--- config.mk ---
export PLATFORM = sky130hd
export DESIGN_NAME = pwm_timebase
export DESIGN_NICKNAME = d
export VERILOG_FILES = /design/src/rtl/pwm_timebase.sv
export SDC_FILE = /design/constraint.sdc
export NUM_CORES = 1
export LEC_CHECK = 0
export CAP_MARGIN = 20
export CORE_MARGIN = 2
export CORE_UTILIZATION = 58
export DETAILED_ROUTE_END_ITERATION = 8
export GPL_TIMING_DRIVEN = 0
export PLACE_DENSITY_LB_ADDON = 0.1
export SLEW_MARGIN = 10
export SYNTH_ARGS = -nofsm -noshare
export SYNTH_HDL_FRONTEND = slang
export SYNTH_SLANG_ARGS = --single-unit
--- constraint.sdc ---
create_clock -name clk -period 3.8 [get_ports clk]
set_input_delay 1.14 -clock clk [delete_from_list [all_inputs] [get_ports clk]]
set_output_delay 1.14 -clock clk [all_outputs]
set_load 0.1 [all_outputs]
--- src/rtl/pwm_timebase.sv ---
// PWM timebase: prescaled up-counter with double-buffered period/duty/prescale that only
// take effect at a period wrap (or immediately while stopped).
module pwm_timebase #(
  parameter int unsigned WIDTH       = 16,
  parameter int unsigned PRESC_WIDTH = 8
) (
  input  logic                   clk,
  input  logic                   rst_n,
  input  logic                   enable,
  input  logic [WIDTH-1:0]       period_in,
  input  logic [WIDTH-1:0]       duty_in,
  input  logic [PRESC_WIDTH-1:0] prescale_in,
  input  logic                   load,
  output logic [WIDTH-1:0]       counter_value,
  output logic [WIDTH-1:0]       duty,
  output logic                   pwm_en,
  output logic                   period_end,
  output logic                   update_ack,
  output logic                   pending
);

  typedef enum logic [0:0] {StIdle, StRun} state_e;

  state_e                 r_state;
  logic [WIDTH-1:0]       r_count;
  logic [PRESC_WIDTH-1:0] r_presc;
  logic [WIDTH-1:0]       r_period_act;
  logic [WIDTH-1:0]       r_duty_act;
  logic [PRESC_WIDTH-1:0] r_presc_act;
  logic [WIDTH-1:0]       r_period_pend;
  logic [WIDTH-1:0]       r_duty_pend;
  logic [PRESC_WIDTH-1:0] r_presc_pend;
  logic                   r_pending;
  logic                   r_period_end;
  logic                   r_update_ack;
  logic                   r_pwm_en;

  logic w_running;
  logic w_tick;
  logic w_wrap;
  logic w_apply;

  // Dropping enable stops counting on this edge, without waiting for a boundary.
  assign w_running = (r_state == StRun) && enable;
  assign w_tick    = w_running && (r_presc == r_presc_act);
  assign w_wrap    = w_tick && (r_count >= r_period_act);
  // While stopped there is no period to protect, so pending values apply at once.
  assign w_apply   = r_pending && ((r_state == StIdle) || w_wrap);

  always_ff @(posedge clk or negedge rst_n) begin
    if (!rst_n) begin
      r_state       <= StIdle;
      r_count       <= '0;
      r_presc       <= '0;
      r_period_act  <= '1;
      r_duty_act    <= '0;
      r_presc_act   <= '0;
      r_period_pend <= '0;
      r_duty_pend   <= '0;
      r_presc_pend  <= '0;
      r_pending     <= 1'b0;
      r_period_end  <= 1'b0;
      r_update_ack  <= 1'b0;
      r_pwm_en      <= 1'b0;
    end else begin
      unique case (r_state)
        StIdle: begin
          if (enable) begin
            r_state  <= StRun;
            r_pwm_en <= 1'b1;
          end
        end
        StRun: begin
          if (!enable) begin
            r_state  <= StIdle;
            r_pwm_en <= 1'b0;
          end
        end
        default: begin
          r_state  <= StIdle;
          r_pwm_en <= 1'b0;
        end
      endcase

      if (!w_running) begin
        r_count <= '0;
        r_presc <= '0;
      end else if (w_tick) begin
        r_presc <= '0;
        r_count <= w_wrap ? '0 : r_count + WIDTH'(1);
      end else begin
        r_presc <= r_presc + PRESC_WIDTH'(1);
      end

      r_period_end <= w_wrap;
      r_update_ack <= w_apply;

      if (w_apply) begin
        r_period_act <= r_period_pend;
        r_duty_act   <= r_duty_pend;
        r_presc_act  <= r_presc_pend;
      end

      // A load on an apply edge refills the buffer for the following wrap.
      if (load) begin
        r_period_pend <= period_in;
        r_duty_pend   <= duty_in;
        r_presc_pend  <= prescale_in;
      end
      r_pending <= load || (r_pending && !w_apply);
    end
  end

  assign counter_value = r_count;
  assign duty          = r_duty_act;
  assign pwm_en        = r_pwm_en;
  assign period_end    = r_period_end;
  assign update_ack    = r_update_ack;
  assign pending       = r_pending;

endmodule

==> results of run 1 <==
[layout make-up]
class                   count  area [um^2]  area share, %
clock inverters             6        55.05         0.9046
repair buffers             79        809.5          13.30
multi-input cells         231         2071          34.03
clock buffers              10        127.6          2.097
plain buffers              12        66.31          1.090
flip-flops and latches    109         2748          45.15
well taps                 105        131.4          2.159
inverters                  20        77.57          1.275
[layout by cell type (no fill, tap or decap), types with 14 or more instances in the layout]
| master | count |
|---|---|
| mux2_4 | 19 |
| inv_1 | 19 |
| xor2_1 | 14 |
| clkdlybuf4s50_1 | 77 |
| dfrtp_1 | 93 |
| nand2_1 | 20 |
| nand3_1 | 15 |
| dfstp_2 | 16 |
| ha_1 | 19 |
| mux2_2 | 62 |
[state kept, by name, summed over array words and instances (netlist names)]
| name | cells |
|---|---|
| counter_value | 16 |
| duty | 16 |
| r_duty_pend | 16 |
| r_period_act | 16 |
| r_period_pend | 16 |
| r_presc | 8 |
| r_presc_act | 8 |
| r_presc_pend | 8 |
| pending | 1 |
| period_end | 1 |
| pwm_en | 1 |
| r_state | 1 |
| update_ack | 1 |
[power groups by stage]
stage / clock, W / sequential [W] / combinational [W]
after floorplan: 0 / 0.00166 / 0.000258
after global placement: 0 / 0.00141 / 0.000703
after detailed placement: 0 / 0.00141 / 0.000724
after CTS: 0.000682 / 0.00139 / 0.000726
after global routing: 0.000729 / 0.00141 / 0.000762
final: 0.000666 / 0.00139 / 0.000718
[logic make-up after synthesis]
logic type	count (synthesis)	synth area share (%)
DFF	109	55.37
muxes	88	21.23
and+or+nand+nor	74	7.665
AOI/OAI and AO/OA	35	5.396
buffers and inverters	32	2.900
adders and majority gates	19	4.791
xor gates and xnor gates	15	2.648
[worst min path at each step]
stage | to | slack, ns | cells after the start
after CTS | r_period_act[13] | 0.51 | 1
after global placement | duty[7] | 0.48 | 1
after global routing | duty[7] | 0.53 | 1
after detailed placement | r_period_act[8] | 0.49 | 1
final | r_period_act[8] | 0.51 | 1
after floorplan | r_presc_pend[1] | 0.47 | 1
[routing by layer]
metal | routed length (um) | share of wire, %
met1 | 4128 | 43
met2 | 4652 | 48
met3 | 562 | 5.9
met4 | 257 | 2.7
met5 | 0 | 0
[through the flow]
stage | total power (W) | cell area [um^2] | hold WS, ns | setup slack [ns] | setup TNS (ns)
after floorplan | 0.001921 | 4962 | 0.4750 | 0.6672 | 0
after global placement | 0.002109 | 5874 | 0.4824 | -2.389 | -239.17
after detailed placement | 0.002138 | 5903 | 0.4907 | 0.4887 | 0
after CTS | 0.002801 | 6086 | 0.5111 | 0.5304 | 0
after global routing | 0.002899 | 6086 | 0.5305 | 0.5068 | 0
final | 0.002775 | 6086 | 0.5127 | 0.5582 | 0
==> flow_metrics.tcl, run 1 <==
set metrics [dict create \
    crit_fanout 7 \
    synth.avg_cell_area_um2 13.34 \
    r2r-start "r_period_act[11]" \
    period_needed_ns 3.242 \
    min_path_type "reg -> reg" \
    track_usage_pct 22.30 \
    post_cts_resize_count 0 \
    fin_nets 525 \
    cp-end-kind "output pin" \
    grt_pass1_vias 3345 \
    clock_skew_ns 0.01225 \
    ys.flop_type "dfrtp_1" \
    drv_slew 0 \
    pin_count 80 \
    clkTransAtPathRegs_ns 0.10 \
    synth_seq_area_share_pct 55.37 \
    synth_top_area_cell "dfrtp_1" \
    yosys_warnings 0 \
    worst-slew-pin-transition_ns 1.006 \
    cts_buffer_depth 2 \
    critPathSlowestCell "clkdlybuf4s50_1" \
    cts-root-buf "clkbuf_8" \
    ys_ff_latch 109 \
    grt_overflow 0 \
    max_freq_mhz 308.5 \
    hold_viol 0 \
    htreeDepth 3 \
    p_comb_share_pct 25.9 \
    drtIter0Drc 91 \
    yosys-top-cells-area "dfrtp_1 47%, mux2_2 14%, dfstp_2 8.5%, mux2_4 5.7%, ha_1 4.8%" \
    drt-total-wl_mm 9.602 \
    p_seq_share_pct 50.1 \
    drive_gt1_share_pct 27.19 \
    dp.cells 556 \
    worstPathCellList "clkdlybuf4s50_1" \
    cp.arrival_ns 2.10 \
    syn_area_um2 4962 \
    slew_headroom_pct 32.72 \
    r2r_cells 9 \
    synth_commonest_cells "93 x dfrtp_1, 62 x mux2_2, 20 x nand2_1" \
    yosysTopAreaCellShare_pct 46.90 \
    io_buffer_count 78 \
    post_cts_buffers 0 \
    grt_use_met2_pct 36.92 \
    top_usage_layer "met2" \
    yosysMostFrequentCell "dfrtp_1" \
    cap_viol_max_count 0 \
    die_w_um 96.50 \
    grt_max_degree 75 \
    instances_no_fill 572 \
    async_reset_ff_share_pct 100.0 \
    area_delta_synth_final_pct 22.64 \
    start_util_pct 60.09 \
    crit_type "reg -> out" \
    numCtsBuffers 9 \
    fin_util_pct 73.70 \
    core_um2 8258 \
    die_area_um2 9311 \
    synth_edf_count 0 \
    min_period_over_period_pct 85.31 \
    path_depth 1 \
    die_y_um 96.50 \
    setup_viol 0 \
    std_cell_rows 33 \
    required_ns 2.66 \
    hpwl_mm 7.119 \
    detail-route-antenna-nets 0 \
    powerDensity_nw_per_um2 455.9 \
    critical_path_buf_inv_count 1 \
    crit_path_start_kind "flip-flop" \
    antenna_cells 0 \
    vias_per_cell 5.554 \
    clock-sinks 109 \
    endpoint "counter_value[5]" \
    holdCritStartpoint "r_period_pend[8]" \
    crit_start "counter_value[5]" \
    regToRegSetupSlack_ns 0.95 \
    cts_hold_buf 0 \
    nFillCells 586 \
    crit_family "buffers and inverters" \
    drt-wirelength-per-cell_um 16.79 \
    drc 0 \
    synthDistinctLibCells 41 \
    max_stage_delay_ns 1.20 \
    synth_nets 435 \
    grt_pass1_wl_mm 15.84 \
    antenna_found_initial 0 \
    switchingPower_w 0.0009231 \
    synth_cells 372 \
    grt_setup_unrepaired "false" \
    num_vias 3177 \
    r2r-end "duty[14]" \
    met1_usage_pct 28.10 \
    cts_tree "done" \
    power_leakage_nw 2.662 \
    firstDrtPassIters 4 \
    grt_util_met3_pct 6.051 \
    internal_power_w 0.001852 \
    irDropWorstVdd_mv 0.3342 \
    place_congestion 0.8445 \
    swShare_pct 33.27 \
    status "finished, final reports clean" \
    clockPowerShare_pct 24.0 \
    clk_latency_ns 0.37 \
]
Power figures use the tool's default switching activity.
==> run 2, diff against run 1 <==
--- a/config.mk
+++ b/config.mk
@@ -5,6 +5,7 @@
 export SDC_FILE = /design/constraint.sdc
 export NUM_CORES = 1
 export LEC_CHECK = 0
+export ABC_AREA = 1
 export CAP_MARGIN = 20
 export CORE_MARGIN = 2
 export CORE_UTILIZATION = 58
==> run 2 against run 1 <==
Compared with the run above:
- global-route usage rose by 0.74 points
- sequential share of layout area fell by 0.38 points
- synthesized area grew 0.61%
- non-clock buffer count increased by 7
- clock-buffer cell count is the same
- fmax increased by 2.2%
- die area up 0.58%
- critical path type unchanged
==> flow_metrics.tcl, run 2 <==
set metrics [dict create \
    status "finished, final reports clean" \
    hpwl_mm 7.318 \
    drtIter0Drc 160 \
    period_needed_ns 3.173 \
    r2r-start "r_period_act[3]" \
    endpoint "counter_value[9]" \
    htreeDepth 3 \
    post_cts_buffers 0 \
    cap_viol_max_count 0 \
    grt_overflow 0 \
    max_stage_delay_ns 1.18 \
    top_usage_layer "met2" \
    cp-end-kind "output pin" \
    start_util_pct 60.15 \
    setup_viol 0 \
    numCtsBuffers 9 \
    powerDensity_nw_per_um2 441.6 \
    num_vias 3735 \
    required_ns 2.66 \
    drc 0 \
    io_buffer_count 78 \
    power_leakage_nw 2.885 \
    post_cts_resize_count 0 \
    total_power_w 0.002710 \
    ys_ff_latch 109 \
    critical_path_buf_inv_count 1 \
    grt_util_met3_pct 4.480 \
    async_reset_ff_share_pct 100.0 \
    nFillCells 635 \
    antenna_cells 0 \
    min_period_over_period_pct 83.49 \
    drt-total-wl_mm 10.06 \
    firstDrtPassIters 4 \
    syn_area_um2 4992 \
    cts_hold_buf 0 \
    die_area_um2 9365 \
    critPathSlowestCell "clkdlybuf4s50_1" \
    ys.flop_type "dfrtp_1" \
    irDropWorstVdd_mv 0.2897 \
    path_depth 1 \
    pin_count 80 \
    synthDistinctLibCells 30 \
    cts-root-buf "clkbuf_8" \
    yosys_warnings 0 \
    core_um2 8299 \
    synth_nets 566 \
    clkTransAtPathRegs_ns 0.10 \
    synth_top_area_cell "dfrtp_1" \
    crit_start "counter_value[9]" \
    synth_cells 503 \
    area_delta_synth_final_pct 22.93 \
    crit_family "buffers and inverters" \
    synth_edf_count 0 \
    drive_gt1_share_pct 15.55 \
    layout_setup_ws_ns 0.6273 \
    antenna_found_initial 0 \
    std_cell_rows 33 \
    crit_fanout 6 \
    fin_nets 656 \
    synth.avg_cell_area_um2 9.925 \
    grt_max_degree 86 \
    worstPathCellList "clkdlybuf4s50_1" \
    mostFrequentLayoutCells "131 x nand2_1, 93 x dfrtp_1, 77 x clkdlybuf4s50_1, 53 x nand3_1, 47 x inv_1" \
    worst-slew-pin-transition_ns 1.000 \
    crit_path_start_kind "flip-flop" \
    detail-route-antenna-nets 0 \
    drv_slew 0 \
    synth_seq_area_share_pct 55.04 \
    max_freq_mhz 315.2 \
    min_path_type "reg -> reg" \
    r2r-end "r_presc_act[0]" \
    regToRegSetupSlack_ns 1.57 \
    crit_type "reg -> out" \
    track_usage_pct 23.04 \
    die_y_um 96.78 \
    clock-sinks 109 \
    yosys-top-cells-area "dfrtp_1 47%, nand2_1 9.8%, mux2_2 9.0%, dfstp_2 8.4%, nand3_1 5.3%" \
    layout_commonest_cell "nand2_1" \
    r2r_cells 16 \
    cts_tree "done" \
    clock_skew_ns 0.01540 \
    yosysMostFrequentCell "nand2_1" \
    hold_viol 0 \
    cp.arrival_ns 2.03 \
    grt_setup_unrepaired "false" \
    clk_latency_ns 0.37 \
    place_congestion 0.8345 \
    grt_pass1_vias 3933 \
    grt_pass1_wl_mm 17.67 \
    slew_headroom_pct 33.13 \
    place_worst_setup_slack_ns 1.021 \
    vias_per_cell 5.313 \
    cts_buffer_depth 2 \
    synth_commonest_cells "131 x nand2_1, 93 x dfrtp_1, 53 x nand3_1" \
    drt-wirelength-per-cell_um 14.32 \
    met1_usage_pct 29.53 \
    die_w_um 96.78 \
    grt_use_met2_pct 39.16 \
    yosysTopAreaCellShare_pct 46.62 \
]
run 2: changes by cell type in the layout (fill, tap and decap cells not counted), sizes merged, moves of 6 or more:
cell | previous run | this run
nand3 | 15 | 54
nor2 | 11 | 19
mux2i | 7 | 0
o21a | 7 | 1
xnor2 | 1 | 9
nand2 | 20 | 134
mux2 | 81 | 40
xor2 | 14 | 6
inv | 24 | 52
clkbuf | 13 | 19
o21ai | 8 | 20
run 2: area by class of cell:
class | instances | area [um^2] | share of cell area, %
flip-flops and latches | 109 | 2748 | 44.77
multi-input cells | 326 | 1943 | 31.66
repair buffers | 79 | 809.5 | 13.19
inverters | 49 | 183.9 | 2.997
clock buffers | 10 | 137.6 | 2.243
well taps | 105 | 131.4 | 2.141
plain buffers | 19 | 117.6 | 1.916
clock inverters | 6 | 66.31 | 1.081
run 2: report_power, final:
part	internal [W]	leakage, nW	total (W)	switching [W]
Combinational	0.000211	1.45	0.000623	0.000412
Clock	0.000328	0.107	0.000727	0.000399
Sequential	0.00129	1.33	0.00136	0.0000658
run 2: worst min path at each step:
stage                                   to  slack, ns  cells past startpoint              from
final                      r_period_act[2]       0.47                      2   r_period_act[2]
after CTS                  r_period_act[2]       0.47                      2   r_period_act[2]
after detailed placement  r_period_act[10]       0.45                      2  r_period_act[10]
after floorplan           r_period_act[10]       0.44                      2  r_period_act[10]
after global placement     r_period_act[5]       0.45                      2   r_period_act[5]
after global routing       r_period_act[1]       0.48                      2   r_period_act[1]
run 2: logic make-up after synthesis:
group | count (synthesis) | share of synthesized area [%]
compound gates | 38 | 4.035
xor+xnor | 15 | 2.632
fa+ha+maj | 19 | 4.762
buf+inv | 68 | 6.040
flops | 109 | 55.04
mux | 40 | 9.023
simple gates | 214 | 18.47
run 2: per-layer routing:
layer,share of wire [%],vias up
li1,-,1799
met1,44,1836
met2,50,82
met3,4.3,18
met4,1.8,0
met5,0,-
run 2: through the flow:
stage | std cells | cell area [um^2] | hold WS [ns] | setup TNS, ns | util [%]
5_1_grt | 703 | 6137 | 0.4849 | 0 | 73.95
2_1_floorplan | 503 | 4992 | 0.4419 | 0 | -
3_3_place_gp | 686 | 5904 | 0.4494 | -244.51 | 71.14
4_1_cts | 703 | 6137 | 0.4688 | 0 | 73.95
6_report | 703 | 6137 | 0.4665 | 0 | 73.95
3_5_place_dp | 687 | 5933 | 0.4534 | 0 | 71.49
==> run 3, diff against run 2 <==
--- a/config.mk
+++ b/config.mk
@@ -8,7 +8,7 @@
 export ABC_AREA = 1
 export CAP_MARGIN = 20
 export CORE_MARGIN = 2
-export CORE_UTILIZATION = 58
+export CORE_UTILIZATION = 48
 export DETAILED_ROUTE_END_ITERATION = 8
 export GPL_TIMING_DRIVEN = 0
 export PLACE_DENSITY_LB_ADDON = 0.1
==> constraint.sdc (replaced) <==
create_clock -name clk -period 2.7 [get_ports clk]
set_input_delay 0.81 -clock clk [delete_from_list [all_inputs] [get_ports clk]]
set_output_delay 0.81 -clock clk [all_outputs]
set_load 0.1 [all_outputs]
==> run 3 against run 2 <==
Compared with the run above:
- design area is 0.26% higher
- sequential power is 40% higher
- utilization is 14 points lower
- largest cell class unchanged
- combinational power is 36% higher
- register-to-register slack worse by 1.1 ns
- highest routed layer unchanged
- worst setup slack worse by 0.58 ns
- critical path depth stayed put
- die area is 20% higher
- sequential share of layout area is 0.12 points lower
- cell count is 4.4% higher
==> flow_metrics.tcl, run 3 (same netlist as run 2, synthesis figures left out) <==
set metrics [dict create \
    core_um2 10230 \
    tns_ns 0 \
    irDropWorstVdd_mv 0.3578 \
    place_congestion 0.8229 \
    antenna_cells 0 \
    power_leakage_nw 3.027 \
    grt_setup_unrepaired "false" \
    internal_power_w 0.002554 \
    min_path_type "in -> async" \
    powerDensity_nw_per_um2 616.5 \
    grt_pass1_vias 3741 \
    hpwl_mm 7.316 \
    vias_per_cell 5.000 \
    cts_buffer_depth 2 \
    htreeDepth 3 \
    fin_nets 656 \
    grt_use_met2_pct 31.52 \
    detail-route-antenna-nets 0 \
    required_ns 1.89 \
    layout_commonest_cell "nand2_1" \
    cts-root-buf "clkbuf_8" \
    drc 0 \
    place_area_um2 5972 \
    nFillCells 915 \
    max_stage_delay_ns 1.12 \
    cp-end-kind "output pin" \
    clkTransAtPathRegs_ns 0.10 \
    critPathSlowestCell "clkdlybuf4s50_1" \
    swShare_pct 32.67 \
    met1_usage_pct 26.24 \
    io_buffer_count 78 \
    hold_viol 0 \
    p_seq_share_pct 50.4 \
    crit_family "buffers and inverters" \
    grt_max_degree 73 \
    mostFrequentLayoutCells "131 x nand2_1, 93 x dfrtp_1, 53 x nand3_1, 47 x inv_1, 43 x clkdlybuf4s50_1" \
    crit_fanout 1 \
    drive_gt1_share_pct 15.55 \
    grt_overflow 0 \
    drt-total-wl_mm 10.13 \
    period_needed_ns 2.651 \
    area_delta_synth_final_pct 23.26 \
    slew_headroom_pct 33.98 \
    drt-wirelength-per-cell_um 13.81 \
    crit_type "reg -> out" \
    worst-slew-pin-transition_ns 0.9942 \
    pin_count 80 \
    layout_setup_ws_ns 0.04888 \
    clk_latency_ns 0.38 \
    start_util_pct 48.80 \
    worstPathCellList "clkdlybuf4s50_1" \
    numCtsBuffers 9 \
    place_worst_setup_slack_ns 0.2512 \
    design_area_um2 6153 \
    track_usage_pct 19.58 \
    dp.cells 718 \
    cts_tree "done" \
    grt_util_met3_pct 3.863 \
    post_cts_buffers 0 \
    cts_hold_buf 0 \
    die_area_um2 11230 \
    status "finished, final reports clean" \
    cp.arrival_ns 1.84 \
    die_w_um 106.0 \
    antenna_found_initial 0 \
    switchingPower_w 0.001239 \
    critical_path_buf_inv_count 1 \
    clock_skew_ns 0.009581 \
    clockPowerShare_pct 27.3 \
    std_cell_rows 37 \
    firstDrtPassIters 4 \
    max_freq_mhz 377.2 \
    num_vias 3670 \
    min_period_over_period_pct 98.19 \
    p_comb_share_pct 22.3 \
    clock-sinks 109 \
    top_usage_layer "met2" \
    die_y_um 106.0 \
    grt_pass1_wl_mm 17.45 \
    crit_path_start_kind "flip-flop" \
    drv_slew 0 \
    drtIter0Drc 164 \
    cap_viol_max_count 0 \
    setup_viol 0 \
    instances_no_fill 734 \
]
## run 3: cell types whose count changed in the layout (fill, tap and decap cells not counted), sizes merged
cell | before | now
clkdlybuf4s50 | 77 | 43
clkinvlp | 0 | 2
dlygate4sd2 | 0 | 30
dlymetal6s2s | 0 | 4
inv | 52 | 50
## run 3: stage by stage
step | power (W) | utilization [%] | hold WS, ns
final | 0.003794 | 60.14 | 0.3161
after global routing | 0.003988 | 60.14 | 0.3397
after floorplan | 0.002546 | - | 0.4419
after global placement | 0.002801 | 58.09 | 0.4500
after detailed placement | 0.002828 | 58.37 | 0.4524
after CTS | 0.003832 | 60.05 | 0.3240
## run 3: repair_timing
action / CTS / global route
gates resized for setup: 30 / 4
pin swaps: 0 / 0
setup endpoints to repair: 30 / 4
## run 3: routing by layer
metal	vias up	share of wire [%]
met2	93	48
met5	-	0
met4	0	1.8
met1	1760	45
li1	1801	-
met3	16	5.1
## run 3: path summary, 6_finish.rpt
path                                  from         endpoint  slack [ns]  cells past startpoint
setup reg to reg           r_period_act[3]   r_presc_act[0]        0.48                     16
setup / recovery                period_end       period_end        0.05                      1
hold reg to reg            r_period_act[4]  r_period_act[4]        0.46                      2
min in group clk           r_period_act[4]  r_period_act[4]        0.46                      2
hold / removal                       rst_n       update_ack        0.32                      1
max in group asynchronous            rst_n  r_period_act[0]        1.68                      2
## run 3: final cells by class
type | count | area (um^2) | area share (%)
clock buffer | 10 | 137.6 | 2.237
buffer | 19 | 117.6 | 1.911
sequential | 109 | 2748 | 44.65
multi-input combinational | 326 | 1943 | 31.58
inverter | 49 | 183.9 | 2.989
clock inverter | 6 | 71.32 | 1.159
timing repair buffer | 79 | 782.0 | 12.71
tap | 136 | 170.2 | 2.765
## run 3: power by group through the flow
stage | clock network (W) | logic, W | registers [W]
2_1_floorplan | 0 | 0.000305 | 0.00224
3_3_place_gp | 0 | 0.000859 | 0.00194
3_5_place_dp | 0 | 0.000880 | 0.00195
4_1_cts | 0.00106 | 0.000859 | 0.00192
5_1_grt | 0.00113 | 0.000922 | 0.00193
6_report | 0.00103 | 0.000847 | 0.00191
